## src/rtl/axil_led_sequencer.sv

```systemverilog
// AXI-Lite read-only master that walks an LED pattern table in BRAM.
// Each 32-bit entry: [31:24] hold ticks (0 means 1), [23] last, [LED_WIDTH-1:0] pattern.
module axil_led_sequencer #(
    parameter int unsigned            DATA_WIDTH  = 32,
    parameter int unsigned            ADDR_WIDTH  = 16,
    parameter int unsigned            LED_WIDTH   = 8,
    parameter logic [ADDR_WIDTH-1:0]  BASE_ADDR   = '0,
    parameter int unsigned            NUM_ENTRIES = 16,
    parameter int unsigned            TICK_DIV    = 25000000
) (
    input  logic                  axi_aclk,
    input  logic                  axi_aresetn,
    input  logic                  enable,
    output logic [ADDR_WIDTH-1:0] m_axil_araddr,
    output logic [2:0]            m_axil_arprot,
    output logic                  m_axil_arvalid,
    input  logic                  m_axil_arready,
    input  logic [DATA_WIDTH-1:0] m_axil_rdata,
    input  logic [1:0]            m_axil_rresp,
    input  logic                  m_axil_rvalid,
    output logic                  m_axil_rready,
    output logic [LED_WIDTH-1:0]  LED,
    output logic                  busy,
    output logic                  err
);

    localparam int unsigned IDX_W = (NUM_ENTRIES > 1) ? $clog2(NUM_ENTRIES) : 1;
    localparam int unsigned PRE_W = (TICK_DIV > 1) ? $clog2(TICK_DIV) : 1;
    localparam logic [IDX_W-1:0] LAST_IDX = IDX_W'(NUM_ENTRIES - 1);
    localparam logic [PRE_W-1:0] PRE_TC   = PRE_W'(TICK_DIV - 1);

    typedef enum logic [1:0] {StIdle, StAr, StR, StHold} state_e;

    state_e               state_q, state_d;
    logic [IDX_W-1:0]     idx_q, idx_d;
    logic [IDX_W-1:0]     next_idx_q, next_idx_d;
    logic [7:0]           hold_cnt_q, hold_cnt_d;
    logic [PRE_W-1:0]     presc_q, presc_d;
    logic [LED_WIDTH-1:0] led_q, led_d;
    logic                 err_q, err_d;

    logic [7:0]       entry_hold;
    logic             entry_last;
    logic [IDX_W-1:0] idx_wrap;
    logic             hold_done;
    logic             unused_rdata;

    assign entry_hold   = m_axil_rdata[31:24];
    assign entry_last   = m_axil_rdata[23];
    assign idx_wrap     = (idx_q == LAST_IDX) ? '0 : idx_q + IDX_W'(1);
    // Last prescaler tick of the last hold tick: leave HOLD on this edge.
    assign hold_done    = (presc_q == PRE_TC) && (hold_cnt_q == 8'd1);
    assign unused_rdata = ^m_axil_rdata;

    // State register.
    always_ff @(posedge axi_aclk or negedge axi_aresetn) begin
        if (!axi_aresetn) begin
            state_q <= StIdle;
        end else begin
            state_q <= state_d;
        end
    end

    // Next-state logic.
    always_comb begin
        state_d = state_q;
        unique case (state_q)
            StIdle: if (enable) state_d = StAr;
            StAr:   if (m_axil_arready) state_d = StR;
            StR:    if (m_axil_rvalid) state_d = StHold;
            StHold: begin
                if (!enable) begin
                    state_d = StIdle;
                end else if (hold_done) begin
                    state_d = StAr;
                end
            end
            default: state_d = StIdle;
        endcase
    end

    // Outputs decoded from the current state.
    always_comb begin
        m_axil_arvalid = 1'b0;
        m_axil_rready  = 1'b0;
        busy           = 1'b1;
        unique case (state_q)
            StIdle:  busy = 1'b0;
            StAr:    m_axil_arvalid = 1'b1;
            StR:     m_axil_rready = 1'b1;
            default: ;
        endcase
    end

    // Datapath next values: entry capture, hold timing and index stepping.
    always_comb begin
        idx_d      = idx_q;
        next_idx_d = next_idx_q;
        hold_cnt_d = hold_cnt_q;
        presc_d    = presc_q;
        led_d      = led_q;
        err_d      = err_q;
        unique case (state_q)
            StIdle: begin
                idx_d   = '0;
                presc_d = '0;
            end
            StR: begin
                if (m_axil_rvalid) begin
                    presc_d = '0;
                    if (m_axil_rresp == 2'b00) begin
                        led_d      = m_axil_rdata[LED_WIDTH-1:0];
                        hold_cnt_d = (entry_hold == 8'd0) ? 8'd1 : entry_hold;
                        next_idx_d = entry_last ? '0 : idx_wrap;
                    end else begin
                        // Bad entry: flag it, keep the display, move on after one tick.
                        err_d      = 1'b1;
                        hold_cnt_d = 8'd1;
                        next_idx_d = idx_wrap;
                    end
                end
            end
            StHold: begin
                if (!enable) begin
                    idx_d   = '0;
                    presc_d = '0;
                end else if (presc_q == PRE_TC) begin
                    presc_d    = '0;
                    hold_cnt_d = hold_cnt_q - 8'd1;
                    if (hold_cnt_q == 8'd1) idx_d = next_idx_q;
                end else begin
                    presc_d = presc_q + PRE_W'(1);
                end
            end
            default: ;
        endcase
    end

    // Datapath registers.
    always_ff @(posedge axi_aclk or negedge axi_aresetn) begin
        if (!axi_aresetn) begin
            idx_q      <= '0;
            next_idx_q <= '0;
            hold_cnt_q <= 8'd1;
            presc_q    <= '0;
            led_q      <= '0;
            err_q      <= 1'b0;
        end else begin
            idx_q      <= idx_d;
            next_idx_q <= next_idx_d;
            hold_cnt_q <= hold_cnt_d;
            presc_q    <= presc_d;
            led_q      <= led_d;
            err_q      <= err_d;
        end
    end

    assign m_axil_araddr = BASE_ADDR + ADDR_WIDTH'({idx_q, 2'b00});
    assign m_axil_arprot = 3'b000;
    assign LED           = led_q;
    assign err           = err_q;

endmodule

```

## config.mk

```make
export PLATFORM = sky130hd
export DESIGN_NAME = axil_led_sequencer
export DESIGN_NICKNAME = d
export VERILOG_FILES = /design/src/rtl/axil_led_sequencer.sv
export SDC_FILE = /design/constraint.sdc
export NUM_CORES = 1
export LEC_CHECK = 0
export ABC_AREA = 1
export BUFFER_PORTS_ARGS = -buffer_cell sky130_fd_sc_hd__buf_4
export CELL_PAD_IN_SITES_DETAIL_PLACEMENT = 1
export CELL_PAD_IN_SITES_GLOBAL_PLACEMENT = 1
export CORE_ASPECT_RATIO = 0.7
export CORE_UTILIZATION = 39
export CTS_CLUSTER_SIZE = 16
export DETAILED_ROUTE_END_ITERATION = 7
export GPL_ROUTABILITY_DRIVEN = 0
export GPL_TIMING_DRIVEN = 0
export PLACE_DENSITY = 0.78
export SETUP_SLACK_MARGIN = 0.15
export SYNTH_ARGS = -nofsm -noshare
export SYNTH_HDL_FRONTEND = slang
export SYNTH_SLANG_ARGS = --single-unit
```

## constraint.sdc

```tcl
create_clock -name axi_aclk -period 2 [get_ports axi_aclk]
set_input_delay 0.3 -clock axi_aclk [delete_from_list [all_inputs] [get_ports axi_aclk]]
set_output_delay 0.3 -clock axi_aclk [all_outputs]
set_load 0.02 [all_outputs]
```

==> results.yml <==
clocking:
  tritoncts: "built"
  clk_transition_reported_paths_ns: 0.07
  cts.root.buffer_cell: "clkbuf_16"
  cts_buffer_depth: 2
  total_cts_buffers: 5
  cts_num_sinks: 52
  cts_hold_buf: 0
  clock_tree.htree_level_count: 2
  clk_latency_ns: 0.30
grt:
  antenna_violations_before_repair: 0
  grt_pass1_wl_mm: 15.3
  grt_start_max_net_pins: 53
  grt.overflow.total: 0
  grt_usage_pct: 22.1
  number_of_global_route_vias_before_repair: 3139
run:
  timing.max_cap.violations: 0
finish:
  layout_cells_sized_above_1_pct: 24.9
  final_cell_area_mm2: 0.00417
  post-route-util_pct: 52.1
  most-common-layout-cells: "115 x nand2_1, 67 x buf_4, 63 x nor2_1"
  areaGrowthSynthToFinish_pct: 27.3
  fillCellCount: 1015
  insertedDiodeCount: 0
  footprint_of_the_multi_input_gates_mm2: 0.00180
  mostFrequentLayoutCell: "nand2_1"
  area.sequential_mm2: 0.00130
  design.final.nets: 566
timing:
  rsz_0062_raised_after_global_routing: "true"
  setup_viol: 0
  final_hold_viol_count: 0
  fin_crit_sh_pct: 90.0
  period_minus_slack_ns: 1.80
  timing.max_slew.rel_slack_pct: 54.2
  fmax_mhz: 556
  finClkSkew_ns: 0.00471
  tightest_slew_ns: 0.688
  timing_max_transition_violations_final: 0
die:
  pin_count: 70
  start_util_pct: 40.9
  die-height_um: 78.7
  die_x_um: 112
  core_box_area_mm2: 0.00801
  die_area_mm2: 0.00878
  placement_rows: 27
worst_setup_path:
  r2r_depth: 8
  cp_slowest_cell: "dfrtp_2"
  worst_setup_path_start_kind: "flip-flop"
  crit_fanout: 5
  critical_path.endpoint_type: "flip-flop"
  ordered_list_of_cells_on_the_worst_path: "inv_1 > ha_4 > o21bai_4 > nor2_4 > nand3b_1 > buf_4 > xor2_1 > nor2_1"
  worstPathArrival_ns: 1.99
  setup.worst_path.class: "flip-flop to flip-flop"
  cp.required_ns: 2.19
  critPathMaxStageDelay_ns: 0.44
detailed_routing:
  wire_per_inst_um: 15.9
  drt_first_iter_violations: 166
  drt_drc_violations_left: 9
  vias_per_cell: 5.07
  firstDrtPassIters: 6
  final_antenna_net_count: 0
  detailroute.via_count: 3141
  detail_route.wirelength_mm: 9.83
synth:
  portion_of_synthesized_cell_area_occupied_by_the_leading_cell_type_pct: 39.0
  synth.area.top_cells: "dfrtp_1 39%, nand2_1 13%, nor2_1 7.6%, nand3_1 6.7%, inv_1 5.4%"
  synth.cell_area_mm2: 0.00328
  ys_types: 36
  synthArstFlopShare_pct: 100
  synthDominantAreaCellType: "dfrtp_1"
  ys.flop_type: "dfrtp_1"
  syn-instance-count: 441
  ys_ff_latch: 52
  synth-edff-count: 0
  synth.yosys.seq_area_share_pct: 39.8
  syn_area_per_cell_um2: 7.43
  ys.warnings.count: 0
power_and_ir_drop:
  total_power_mw: 4.74
  worst_ir_drop_vdd_v: 0.000641
  power.leakage_nw: 2.02
  power_per_cell_area_mw_per_mm2: 1140
status:
  failing_checks: "DRC"
  run_status: "finished, violations left"
placement:
  placement.io_buffers: 39
  place_area_mm2: 0.00375
  detailed_place_hpwl_mm: 7.09
min_path:
  kind_of_path_behind_the_tightest_hold_check: "input port to async pin"
-- registers in the layout (all words and copies together), names as in the netlist --
name / flops
hold_cnt_q: 8
next_idx_q: 4
err: 1
LED: 8
idx_q: 4
state_q: 2
presc_q: 25
-- synth_stat cells (2+ instances only) --
cell type	n
nand3_1	44
nand4_1	7
xnor2_1	7
a21oi_2	2
nor2_4	3
nor2_2	2
nand2_4	3
inv_1	47
xor2_1	6
ha_1	9
o21ai_1	2
buf_4	17
nand2_2	7
nand2_1	117
o22ai_1	4
nand3b_1	2
dfrtp_1	51
nor2_1	66
nor3_1	9
a21oi_1	6
o21ai_0	8
mux2_2	8
-- routing by layer --
| layer | part of all wire (%) | routed length, um | up-vias | global-route usage (%) |
|---|---|---|---|---|
| met5 | 0 | 0 | - | 0 |
| met4 | 0.60 | 59 | 0 | 4.86 |
| met3 | 5.2 | 515 | 6 | 3.94 |
| met2 | 45 | 4420 | 84 | 35.1 |
| met1 | 49 | 4840 | 1521 | 31.4 |
| li1 | - | - | 1530 | - |
-- through the flow --
stage / cells / hold slack, ns / TNS [ns] / worst slack (ns)
CTS: 607 / 0.0703 / 0 / 0.141
finish: 620 / 0.0288 / 0 / 0.200
global route: 620 / 0.0813 / 0 / 0.0677
detailed placement: 595 / 0.394 / -0.0206 / -0.0206
floorplan: 455 / 0.00441 / 0 / 0.248
global placement: 595 / 0.398 / 0 / 0.0514
-- critical path: cells and delay by family (launching register included) --
| family | cells | cell delay [ns] |
|---|---|---|
| adder cells (fa/ha/maj) | 1 | 0.17 |
| buffers and inverters | 2 | 0.33 |
| AO/OA/AOI/OAI | 1 | 0.19 |
| flip-flops | 1 | 0.44 |
| AND/OR/NAND/NOR | 3 | 0.43 |
| XOR/XNOR | 1 | 0.12 |
-- power by group --
part / switching, mW / leakage [nW] / internal, mW / total (mW)
combinational: 1.46 / 1.26 / 0.958 / 2.42
clock: 0.412 / 0.0736 / 0.463 / 0.874
sequential: 0.183 / 0.692 / 1.26 / 1.45
total: 2.05 / 2.02 / 2.69 / 4.74
-- cells by family (layout without fill, tap and decap cells) --
logic type               count (synthesis)  in the layout  synth area share (%)
AND/OR/NAND/NOR                        263            263                  35.4
buffers and inverters                   68            132                  10.0
flip-flops                              52             52                  39.8
AO/OA/AOI/OAI                           27             27                  5.00
XOR/XNOR                                13             13                  3.48
adder cells (fa/ha/maj)                  9              9                  3.44
multiplexers                             8              8                  2.75
other                                    1             15                 0.114
-- final timing paths --
check	start	end	slack, ns
worst min-delay path	axi_aresetn	LED[2]	0.03
worst min register to register	err	err	0.48
worst max-delay path	state_q[1]	presc_q[13]	0.20
worst max register to register	state_q[1]	presc_q[13]	0.20
min in group axi_aclk	m_axil_rdata[0]	LED[0]	0.23
max in group asynchronous	axi_aresetn	state_q[1]	1.49
-- cell type report --
cell class,instances,share of cell area [%]
timing repair buffer,56,10.9
sequential,52,31.3
multi-input combinational,335,43.1
tap,101,3.03
buffer,19,3.69
clock buffer,5,3.00
clock inverter,3,0.450
inverter,49,4.50
-- timing repair --
item	CTS	global route
hold endpoints to repair	0	0
gates resized for setup	5	25
pin swaps	1	9
setup buffers	4	13
setup endpoints to repair	31	35
(Power assumes the default switching activity.)
